File: config.mk
export PLATFORM = sky130hd
export DESIGN_NAME = div_unit_iter_flat
export DESIGN_NICKNAME = d
export VERILOG_FILES = /design/src/rtl/div_unit_iter_if.sv /design/src/rtl/div_unit_iter.sv /design/src/flat_wrapper.sv
export SDC_FILE = /design/constraint.sdc
export NUM_CORES = 1
export LEC_CHECK = 0
export BUFFER_PORTS_ARGS = -buffer_cell sky130_fd_sc_hd__buf_2
export CAP_MARGIN = 20
export CORE_MARGIN = 1
export CORE_UTILIZATION = 36
export CTS_CLUSTER_SIZE = 28
export DETAILED_ROUTE_END_ITERATION = 8
export PLACE_DENSITY_LB_ADDON = 0.12
export REMOVE_ABC_BUFFERS = 1
export SLEW_MARGIN = 30
export SYNTH_ARGS = -nofsm -noshare
export SYNTH_HDL_FRONTEND = slang
export SYNTH_SLANG_ARGS = --single-unit
File: constraint.sdc
create_clock -name clk -period 2.8 [get_ports clk]
set_clock_uncertainty 0.05 [all_clocks]
set_input_delay 0.14 -clock clk [delete_from_list [all_inputs] [get_ports clk]]
set_output_delay 0.14 -clock clk [all_outputs]
set_load 0.05 [all_outputs]
File: src/rtl/div_unit_iter_if.sv
`default_nettype none
// ============================================================================
// Module   : div_unit_iter_if
// Brief    : Request/result bundle between the control FSM and the divider.
// Revision : 1.0 - initial release
// ============================================================================
interface div_unit_iter_if #(
    parameter int WIDTH = 32
);
    logic             start;
    logic             is_signed;
    logic [WIDTH-1:0] dividend;
    logic [WIDTH-1:0] divisor;
    logic             busy;
    logic             done;
    logic [WIDTH-1:0] quotient;
    logic [WIDTH-1:0] remainder;
    logic             div_zero;

    modport master (
        output start, is_signed, dividend, divisor,
        input  busy, done, quotient, remainder, div_zero
    );

    modport slave (
        input  start, is_signed, dividend, divisor,
        output busy, done, quotient, remainder, div_zero
    );
endinterface
`default_nettype wire

File: src/rtl/div_unit_iter.sv
`default_nettype none
// ============================================================================
// Module   : div_unit_iter
// Brief    : Iterative restoring DIV/DIVU unit feeding HI (remainder) and
//            LO (quotient). Define DIV_EARLY_OUT_EN to skip the iteration
//            loop for a zero divisor or when |dividend| < |divisor|.
// Revision : 1.0 - initial release
// ============================================================================
module div_unit_iter #(
    parameter int WIDTH = 32
) (
    input  wire logic        clk,
    input  wire logic        rst,
    div_unit_iter_if.slave   bus
);
    localparam int                 c_CNT_W = $clog2(WIDTH) + 1;
    localparam logic [c_CNT_W-1:0] c_LAST  = c_CNT_W'(WIDTH - 1);

    typedef enum logic [1:0] {
        ST_IDLE = 2'd0,
        ST_CALC = 2'd1,
        ST_FIX  = 2'd2,
        ST_DONE = 2'd3
    } state_t;

    state_t             r_state;
    state_t             w_next;

    logic               r_neg_q;
    logic               r_neg_r;
    logic               r_dz_op;
    logic [WIDTH-1:0]   r_dvd;
    logic [WIDTH-1:0]   r_dsr;
    logic [WIDTH-1:0]   r_rem;
    logic [WIDTH-1:0]   r_quo;
    logic [c_CNT_W-1:0] r_cnt;
    logic [WIDTH-1:0]   r_q_out;
    logic [WIDTH-1:0]   r_r_out;
    logic               r_dz;

    logic [WIDTH-1:0]   w_abs_a;
    logic [WIDTH-1:0]   w_abs_b;
    logic [WIDTH:0]     w_trial;
    logic [WIDTH-1:0]   w_diff;
    logic               w_ge;
    logic               w_early;

    // The most negative value negates to itself, which reads correctly as unsigned.
    assign w_abs_a = (bus.is_signed && bus.dividend[WIDTH-1]) ? -bus.dividend : bus.dividend;
    assign w_abs_b = (bus.is_signed && bus.divisor[WIDTH-1])  ? -bus.divisor  : bus.divisor;

`ifdef DIV_EARLY_OUT_EN
    assign w_early = (bus.divisor == '0) || (w_abs_a < w_abs_b);
`else
    assign w_early = 1'b0;
`endif

    // Trial value is one bit wider: the shifted partial remainder can exceed WIDTH bits.
    assign w_trial = {r_rem, r_quo[WIDTH-1]};
    assign w_ge    = (w_trial >= {1'b0, r_dsr});
    assign w_diff  = w_trial[WIDTH-1:0] - r_dsr;

    always_ff @(posedge clk) begin
        if (rst) begin
            r_state <= ST_IDLE;
        end else begin
            r_state <= w_next;
        end
    end

    always_comb begin
        w_next = r_state;
        case (r_state)
            ST_IDLE: if (bus.start) w_next = w_early ? ST_FIX : ST_CALC;
            ST_CALC: if (r_cnt == c_LAST) w_next = ST_FIX;
            ST_FIX:  w_next = ST_DONE;
            ST_DONE: w_next = ST_IDLE;
            default: w_next = ST_IDLE;
        endcase
    end

    always_ff @(posedge clk) begin
        if (rst) begin
            r_neg_q <= 1'b0;
            r_neg_r <= 1'b0;
            r_dz_op <= 1'b0;
            r_dvd   <= '0;
            r_dsr   <= '0;
            r_rem   <= '0;
            r_quo   <= '0;
            r_cnt   <= '0;
            r_q_out <= '0;
            r_r_out <= '0;
            r_dz    <= 1'b0;
        end else begin
            case (r_state)
                ST_IDLE: begin
                    if (bus.start) begin
                        r_neg_q <= bus.is_signed & (bus.dividend[WIDTH-1] ^ bus.divisor[WIDTH-1]);
                        r_neg_r <= bus.is_signed & bus.dividend[WIDTH-1];
                        r_dz_op <= (bus.divisor == '0);
                        r_dvd   <= bus.dividend;
                        r_dsr   <= w_abs_b;
                        r_cnt   <= '0;
                        // An early exit lands in FIX with quotient 0 and |dividend| as remainder.
                        if (w_early) begin
                            r_rem <= w_abs_a;
                            r_quo <= '0;
                        end else begin
                            r_rem <= '0;
                            r_quo <= w_abs_a;
                        end
                    end
                end
                ST_CALC: begin
                    r_rem <= w_ge ? w_diff : w_trial[WIDTH-1:0];
                    r_quo <= {r_quo[WIDTH-2:0], w_ge};
                    r_cnt <= r_cnt + 1'b1;
                end
                ST_FIX: begin
                    r_dz <= r_dz_op;
                    if (r_dz_op) begin
                        r_q_out <= '1;
                        r_r_out <= r_dvd;
                    end else begin
                        r_q_out <= r_neg_q ? -r_quo : r_quo;
                        r_r_out <= r_neg_r ? -r_rem : r_rem;
                    end
                end
                default: ;
            endcase
        end
    end

    assign bus.busy      = (r_state != ST_IDLE);
    assign bus.done      = (r_state == ST_DONE);
    assign bus.quotient  = r_q_out;
    assign bus.remainder = r_r_out;
    assign bus.div_zero  = r_dz;

endmodule
`default_nettype wire

File: src/flat_wrapper.sv
// flat-port wrapper written by rule: the top's interface ports become plain ports
module div_unit_iter_flat 
#(
    parameter int WIDTH = 32
)
  (clk, rst, bus_start, bus_is_signed, bus_dividend, bus_divisor, bus_busy, bus_done, bus_quotient, bus_remainder, bus_div_zero);
  div_unit_iter_if #(.WIDTH(WIDTH)) bus_i ();
  input  wire logic clk;
  input  wire logic rst;
  input wire logic [$bits(bus_i.start)-1:0] bus_start;
  input wire logic [$bits(bus_i.is_signed)-1:0] bus_is_signed;
  input wire logic [$bits(bus_i.dividend)-1:0] bus_dividend;
  input wire logic [$bits(bus_i.divisor)-1:0] bus_divisor;
  output wire logic [$bits(bus_i.busy)-1:0] bus_busy;
  output wire logic [$bits(bus_i.done)-1:0] bus_done;
  output wire logic [$bits(bus_i.quotient)-1:0] bus_quotient;
  output wire logic [$bits(bus_i.remainder)-1:0] bus_remainder;
  output wire logic [$bits(bus_i.div_zero)-1:0] bus_div_zero;
  assign bus_i.start = bus_start;
  assign bus_i.is_signed = bus_is_signed;
  assign bus_i.dividend = bus_dividend;
  assign bus_i.divisor = bus_divisor;
  assign bus_busy = bus_i.busy;
  assign bus_done = bus_i.done;
  assign bus_quotient = bus_i.quotient;
  assign bus_remainder = bus_i.remainder;
  assign bus_div_zero = bus_i.div_zero;
  div_unit_iter #(.WIDTH(WIDTH)) u_core (.clk(clk), .rst(rst), .bus(bus_i));
endmodule
==> results of run 1 <==
-- worst max path at each step --
stage                           startpoint                        to  slack, ps
final                      u_core.r_rem[2]  u_core.bus.remainder[21]       -350
after global routing       u_core.r_rem[2]  u_core.bus.remainder[31]       -480
after CTS                  u_core.r_rem[2]  u_core.bus.remainder[31]       -360
after detailed placement  bus_dividend[19]          u_core.r_quo[31]       -400
after global placement    bus_dividend[19]          u_core.r_quo[31]       -420
after floorplan            u_core.r_rem[9]          u_core.r_rem[23]      -1270
-- flip-flops by register name, indices dropped and copies added (netlist names) --
signal,flops
u_core.bus.div_zero,1
u_core.bus.quotient,32
u_core.bus.remainder,32
u_core.r_cnt,6
u_core.r_dsr,32
u_core.r_dvd,32
u_core.r_dz_op,1
u_core.r_neg_q,1
u_core.r_neg_r,1
u_core.r_quo,32
u_core.r_rem,32
u_core.r_state,2
-- Yosys cell counts, types with 9 or more instances --
cell,count
nand2_1,230
dfxtp_1,204
nor2_1,146
a21oi_1,137
o21ai_0,136
clkbuf_1,90
xor2_1,78
xnor2_1,69
inv_1,58
ha_1,41
a211oi_1,35
nor3_1,32
o31ai_1,31
mux2i_1,30
nand3_1,25
o22ai_1,25
o41ai_1,19
or4_1,18
a31oi_1,14
buf_1,13
or3_1,13
nor4_1,12
nand4_1,11
a22oi_1,10
o21bai_1,10
a21o_1,9
-- cell families after synthesis --
group / Yosys count / share of synthesized area [%]
AO/OA/AOI/OAI: 469 / 23.7
XOR/XNOR: 147 / 10.6
adder cells (fa/ha/maj): 42 / 4.40
buffers and inverters: 163 / 5.06
flip-flops: 204 / 33.7
multiplexers: 30 / 2.48
AND/OR/NAND/NOR: 537 / 20.0
-- power by group through the flow --
stage | clock (µW) | combinational [µW] | sequential, µW
after floorplan | 0 | 3630 | 4640
after global placement | 0 | 6190 | 4040
after detailed placement | 0 | 6210 | 4070
after CTS | 3090 | 6510 | 4010
after global routing | 3230 | 7400 | 4120
final | 3020 | 6690 | 4030
-- layout make-up --
| type | instances | area (µm²) |
|---|---|---|
| flip-flops and latches | 204 | 4090 |
| multi-input cells | 1225 | 7780 |
| repair buffers | 352 | 2600 |
| inverters | 59 | 221 |
| clock inverters | 4 | 37.5 |
| fillers | 3286 | 16800 |
| well taps | 442 | 553 |
| clock buffers | 39 | 718 |
-- per-stage QoR --
stage	util [%]	area (µm²)	hold WS, ps
2_1_floorplan	-	11700	159
3_3_place_gp	42.7	14000	375
3_5_place_dp	42.7	14000	377
4_1_cts	48.1	15800	6.47
5_1_grt	48.8	16000	50.9
6_report	48.8	16000	24.8
-- timing repair --
| item | CTS | global route |
|---|---|---|
| resized for setup | 32 | 77 |
| hold endpoints to repair | 80 | 0 |
| cloned | 1 | 0 |
| buffers inserted | 6 | 8 |
| endpoints found under the setup margin | 35 | 57 |
| pin swaps | 11 | 35 |
| hold buffers | 78 | 0 |
-- metal layers --
metal,vias to the layer above,wire length [µm],GRT usage [%]
met2,229,16400,34.6
met5,-,13,0
li1,6177,-,-
met3,46,1120,2.29
met4,2,838,5.39
met1,5419,17100,27.4
-- critical path: stages (launching register included) --
cell	delay (ps)
dfxtp_2	320
or4_4	530
or3_4	340
or4_4	490
or3_4	350
buf_4	140
buf_6	120
o31ai_4	230
xor2_1	180
o21ai_1	90
mux2i_1	140
nor2_1	60
==> run_results.csv, run 1 <==
group,metric,value,unit
floorplanning,die_w,185,µm
sta,timing.final.crit_period,3150,ps
setup_path,crit_path_end_kind,"flop",
drt,routed_wl,35.5,mm
power,p_int,7890,µW
global_routing,grt_pass1_wl,57.2,mm
sta,slew_viol_final,0,
layout,layout_common_cells,"226 x nand2_1, 200 x dfxtp_1, 145 x nor2_1, 133 x buf_2, 130 x buf_4",
floorplanning,row_count,66,
placed_design,place_ws,-400,ps
synthesis,synth_top_area_share,33.7,%
floorplanning,dieArea,34400,µm²
layout,instances_no_fill,2325,
drt,dr.pass1.iters,5,
synthesis,synth_edf_count,0,
sta,final-setup-viol-count,15,
setup_path,rrSetupSlack,-350,ps
global_routing,antenna_found_initial,1,
floorplanning,ios,135,
clock_tree,cts_tree,"done",
synthesis,synth-seq-cells,204,
sta,finalCritPeriodShare,113,%
synthesis,syn_avg_cell_area,7.61,µm²
floorplanning,core_area,32800,µm²
drt,avgViaCountPerCell,5.11,
sta,setup-tns-final,-2430,ps
power,peakVddDrop,735,µV
clock_tree,cts_htree_levels,1,
synthesis,ys_top_cells_by_area,"dfxtp_1 34%, nand2_1 7.1%, a21oi_1 5.7%",
power,p_clk_share,22.0,%
drt,first_iter_violations,758,
setup_path,start_kind,"flop",
synthesis,synth_flop_cell,"dfxtp_1",
placed_design,port_buffers,134,
power,total_power,13700,µW
drt,drc,0,
min_path,min_delay_path_depth,4,
drt,routedWlPerCell,15.3,µm
synthesis,syn_area,12100,µm²
flow_run,cap_violations,0,
setup_path,r2r_start,"u_core.r_rem[2]",
global_routing,grt_max_degree,97,
layout,mostFrequentLayoutCell,"nand2_1",
power,switching_share,42.6,%
sta,rsz0062_at_grt,"yes",
setup_path,cp_max_fo,3,
placed_design,dp_hpwl,25.9,mm
global_routing,first_global_vias,11200,
synthesis,synth_top_area_cell,"dfxtp_1",
floorplanning,die_h,185,µm
min_path,min_to,"u_core.r_dsr[13]",
drt,ant_nets,0,
sta,fmax,317,MHz
clock_tree,clock_latency,540,ps
synthesis,synth.distinct_cells,56,
placed_design,gp_congestion,0.849,
power,comb_power_share,48.7,%
power,power.switching,5850,µW
synthesis,syn_inst,1592,
placed_design,dp_cells,2192,
clock_tree,cts.reportedPaths.clkPinSlew,60,ps
setup_path,worstRegToRegCells,11,
layout,syn2layout_area_growth,32.1,%
setup_path,timing.rr.end,"u_core.bus.remainder[21]",
sta,hold_viol,0,
floorplanning,initial_utilization,37.0,%
layout,fin_nets,1977,
global_routing,grt_overflow_total,0,
run_status,outcome,"finished, violations left",
clock_tree,clock-sinks,204,
clock_tree,cts_buffer_depth,3,
layout,num_antenna_cells,0,
layout,drive_above_1_share,20.8,%
setup_path,critPathArrivalTime,3510,ps
power,p_per_area,859,nW/µm²
drt,vias,11900,
synthesis,async_reset_ff_share,0,%
sta,maxSlewHeadroom,35.4,%
run_status,failed_checks,"negative setup slack",
power,cellLeakagePower,0.00645,µW
setup_path,worstPathRequired,3160,ps
global_routing,gr-usage-all-layers,20.4,%
sta,worst_pin_slew,968,ps
power,seqPwrFrac,29.3,%
sta,setup_ws,-351,ps
synthesis,ys_warn_count,0,
setup_path,crit_type,"flop to flop",
min_path,hp-start,"bus_divisor[11]",
clock_tree,cts_buffers,25,
min_path,hp-class,"primary input to flop",
clock_tree,cts-root-buf,"clkbuf_16",
synthesis,yosysSeqAreaShare,33.7,%
Note: power is estimated with default switching activity, not from simulation.
==> inputs of run 2 (changes only) <==
--- a/config.mk
+++ b/config.mk
@@ -9,10 +9,8 @@
 export CAP_MARGIN = 20
 export CORE_MARGIN = 1
 export CORE_UTILIZATION = 36
-export CTS_CLUSTER_SIZE = 28
 export DETAILED_ROUTE_END_ITERATION = 8
 export PLACE_DENSITY_LB_ADDON = 0.12
-export REMOVE_ABC_BUFFERS = 1
 export SLEW_MARGIN = 30
 export SYNTH_ARGS = -nofsm -noshare
 export SYNTH_HDL_FRONTEND = slang
==> run_results.csv, run 2 (same netlist as run 1, synthesis figures left out) <==
group,metric,value,unit
sta,setup_ws,-344,ps
drt,drc,0,
global_routing,antenna_found_initial,0,
run_status,failed_checks,"negative setup slack",
clock_tree,cts_buffers,26,
sta,fmax,318,MHz
clock_tree,cts-root-buf,"clkbuf_16",
layout,syn2layout_area_growth,33.5,%
layout,fin_util,49.3,%
placed_design,port_buffers,134,
run_status,outcome,"finished, violations left",
setup_path,crit_type,"flop to flop",
sta,finalCritPeriodShare,112,%
layout,fill_cells,3274,
drt,dr.pass1.iters,5,
global_routing,grt_pass1_wl,57.9,mm
global_routing,grt_max_degree,99,
layout,multi_input_area,7900,µm²
sta,rsz0062_at_grt,"yes",
power,peakVddDrop,556,µV
setup_path,cpPeakStageDelay,530,ps
drt,vias,11900,
sta,hold_viol,0,
drt,avgViaCountPerCell,5.15,
setup_path,crit_path_end_kind,"flop",
floorplanning,row_count,66,
drt,routed_wl,36.5,mm
floorplanning,die_w,185,µm
sta,worst_pin_slew,776,ps
placed_design,dp_hpwl,26.6,mm
setup_path,cp_max_fo,4,
clock_tree,cts_tree,"done",
floorplanning,core_area,32800,µm²
layout,drive_above_1_share,22.1,%
setup_path,critPathArrivalTime,3500,ps
min_path,hp-class,"primary input to flop",
floorplanning,ios,135,
setup_path,start_kind,"flop",
global_routing,grt_overflow_total,0,
power,cellLeakagePower,0.00651,µW
floorplanning,dieArea,34400,µm²
clock_tree,clock-sinks,204,
placed_design,place_area,14100,µm²
sta,final-setup-viol-count,7,
clock_tree,clock_latency,530,ps
drt,first_iter_violations,683,
floorplanning,die_h,185,µm
layout,layout_common_cells,"230 x nand2_1, 196 x dfxtp_1, 145 x nor2_1, 134 x buf_4, 133 x buf_2",
layout,fin_nets,1971,
flow_run,cap_violations,0,
layout,ff_latch_area,4090,µm²
clock_tree,cts_htree_levels,1,
setup_path,cp_common_cell,"or3_4",
synthesis,syn_nets,1702,
setup_path,path_cells,"or4_4 > or3_4 > or4_4 > or3_4 > or3_4 > buf_4 > o31ai_4 > xor2_1 > o21ai_0",
sta,maxSlewHeadroom,48.3,%
sta,slew_viol_final,0,
drt,ant_nets,0,
layout,mostFrequentLayoutCell,"nand2_1",
floorplanning,initial_utilization,37.0,%
placed_design,gp_congestion,0.852,
clock_tree,cts.reportedPaths.clkPinSlew,60,ps
setup_path,worstPathRequired,3160,ps
layout,num_antenna_cells,0,
setup_path,slowest_stage,"or4_4",
layout,fin_area,16200,µm²
drt,routedWlPerCell,15.7,µm
global_routing,gr-usage-all-layers,20.9,%
global_routing,first_global_vias,11300,
sta,timing.final.crit_period,3140,ps
clock_tree,cts_buffer_depth,3,
power,p_per_area,870,nW/µm²
-- run 2: changes by cell type in the layout (fill, tap and decap cells not counted), sizes merged --
cell	change
dlygate4sd3	-15
clkbuf	+4
clkinv	+1
buf	+6
inv	-1
bufinv	+1
-- run 2: routing by layer --
metal / up-vias / wire (µm) / GRT usage (%)
met5: - / 0 / 0
met4: 0 / 1050 / 6.98
met3: 66 / 1160 / 2.03
met2: 225 / 17300 / 35.5
met1: 5502 / 17000 / 27.4
li1: 6155 / - / -
-- run 2: worst paths after layout --
path,from,to,slack (ps),cells past startpoint
hold / removal,bus_divisor[0],u_core.r_dsr[0],20,4
setup / recovery,u_core.r_rem[2],u_core.bus.remainder[29],-340,9
hold reg to reg,u_core.r_dsr[31],u_core.r_dsr[31],400,2
setup reg to reg,u_core.r_rem[2],u_core.bus.remainder[29],-340,9
-- run 2: final cells by class --
class	count	area share [%]
Clock buffer	41	4.81
Clock inverter	5	0.325
Inverter	59	1.37
Multi-Input combinational cell	1225	48.9
Sequential cell	204	25.3
Tap cell	442	3.42
Timing Repair Buffer	345	15.9
-- run 2: per-stage QoR --
| stage | hold WS [ps] | cells | total power [µW] | setup TNS, ps | setup slack (ps) |
|---|---|---|---|---|---|
| after floorplan | 226 | 1592 | 8410 | -986 | -299 |
| after global placement | 372 | 2200 | 10300 | -2880 | -316 |
| after detailed placement | 376 | 2200 | 10400 | -3210 | -333 |
| after CTS | 4.94 | 2309 | 13800 | -1400 | -341 |
| after global routing | 18.6 | 2321 | 15100 | -2560 | -443 |
| final | 18.1 | 2321 | 14100 | -1490 | -344 |
-- run 2: timing repair --
item / 4_1_cts / 5_1_grt
endpoints found under the hold margin: 76 / 0
setup endpoints to repair: 35 / 57
gates resized for setup: 15 / 90
pin swaps: 3 / 37
setup buffers: 0 / 10
gates cloned: 0 / 2
hold buffers: 63 / 0
-- run 2: power by group --
part | switching [µW] | leakage (µW) | internal, µW
Sequential | 487 | 0.00167 | 3540
Clock | 1260 | 0.000405 | 1980
Combinational | 4170 | 0.00443 | 2630
Total | 5920 | 0.00651 | 8150
-- run 2: worst max-delay path: cells and delay by family (launching register included) --
family | cells | cell delay [ps]
buf+inv | 1 | 160
xor+xnor | 1 | 160
simple gates | 5 | 2090
flops | 1 | 310
compound gates | 2 | 240
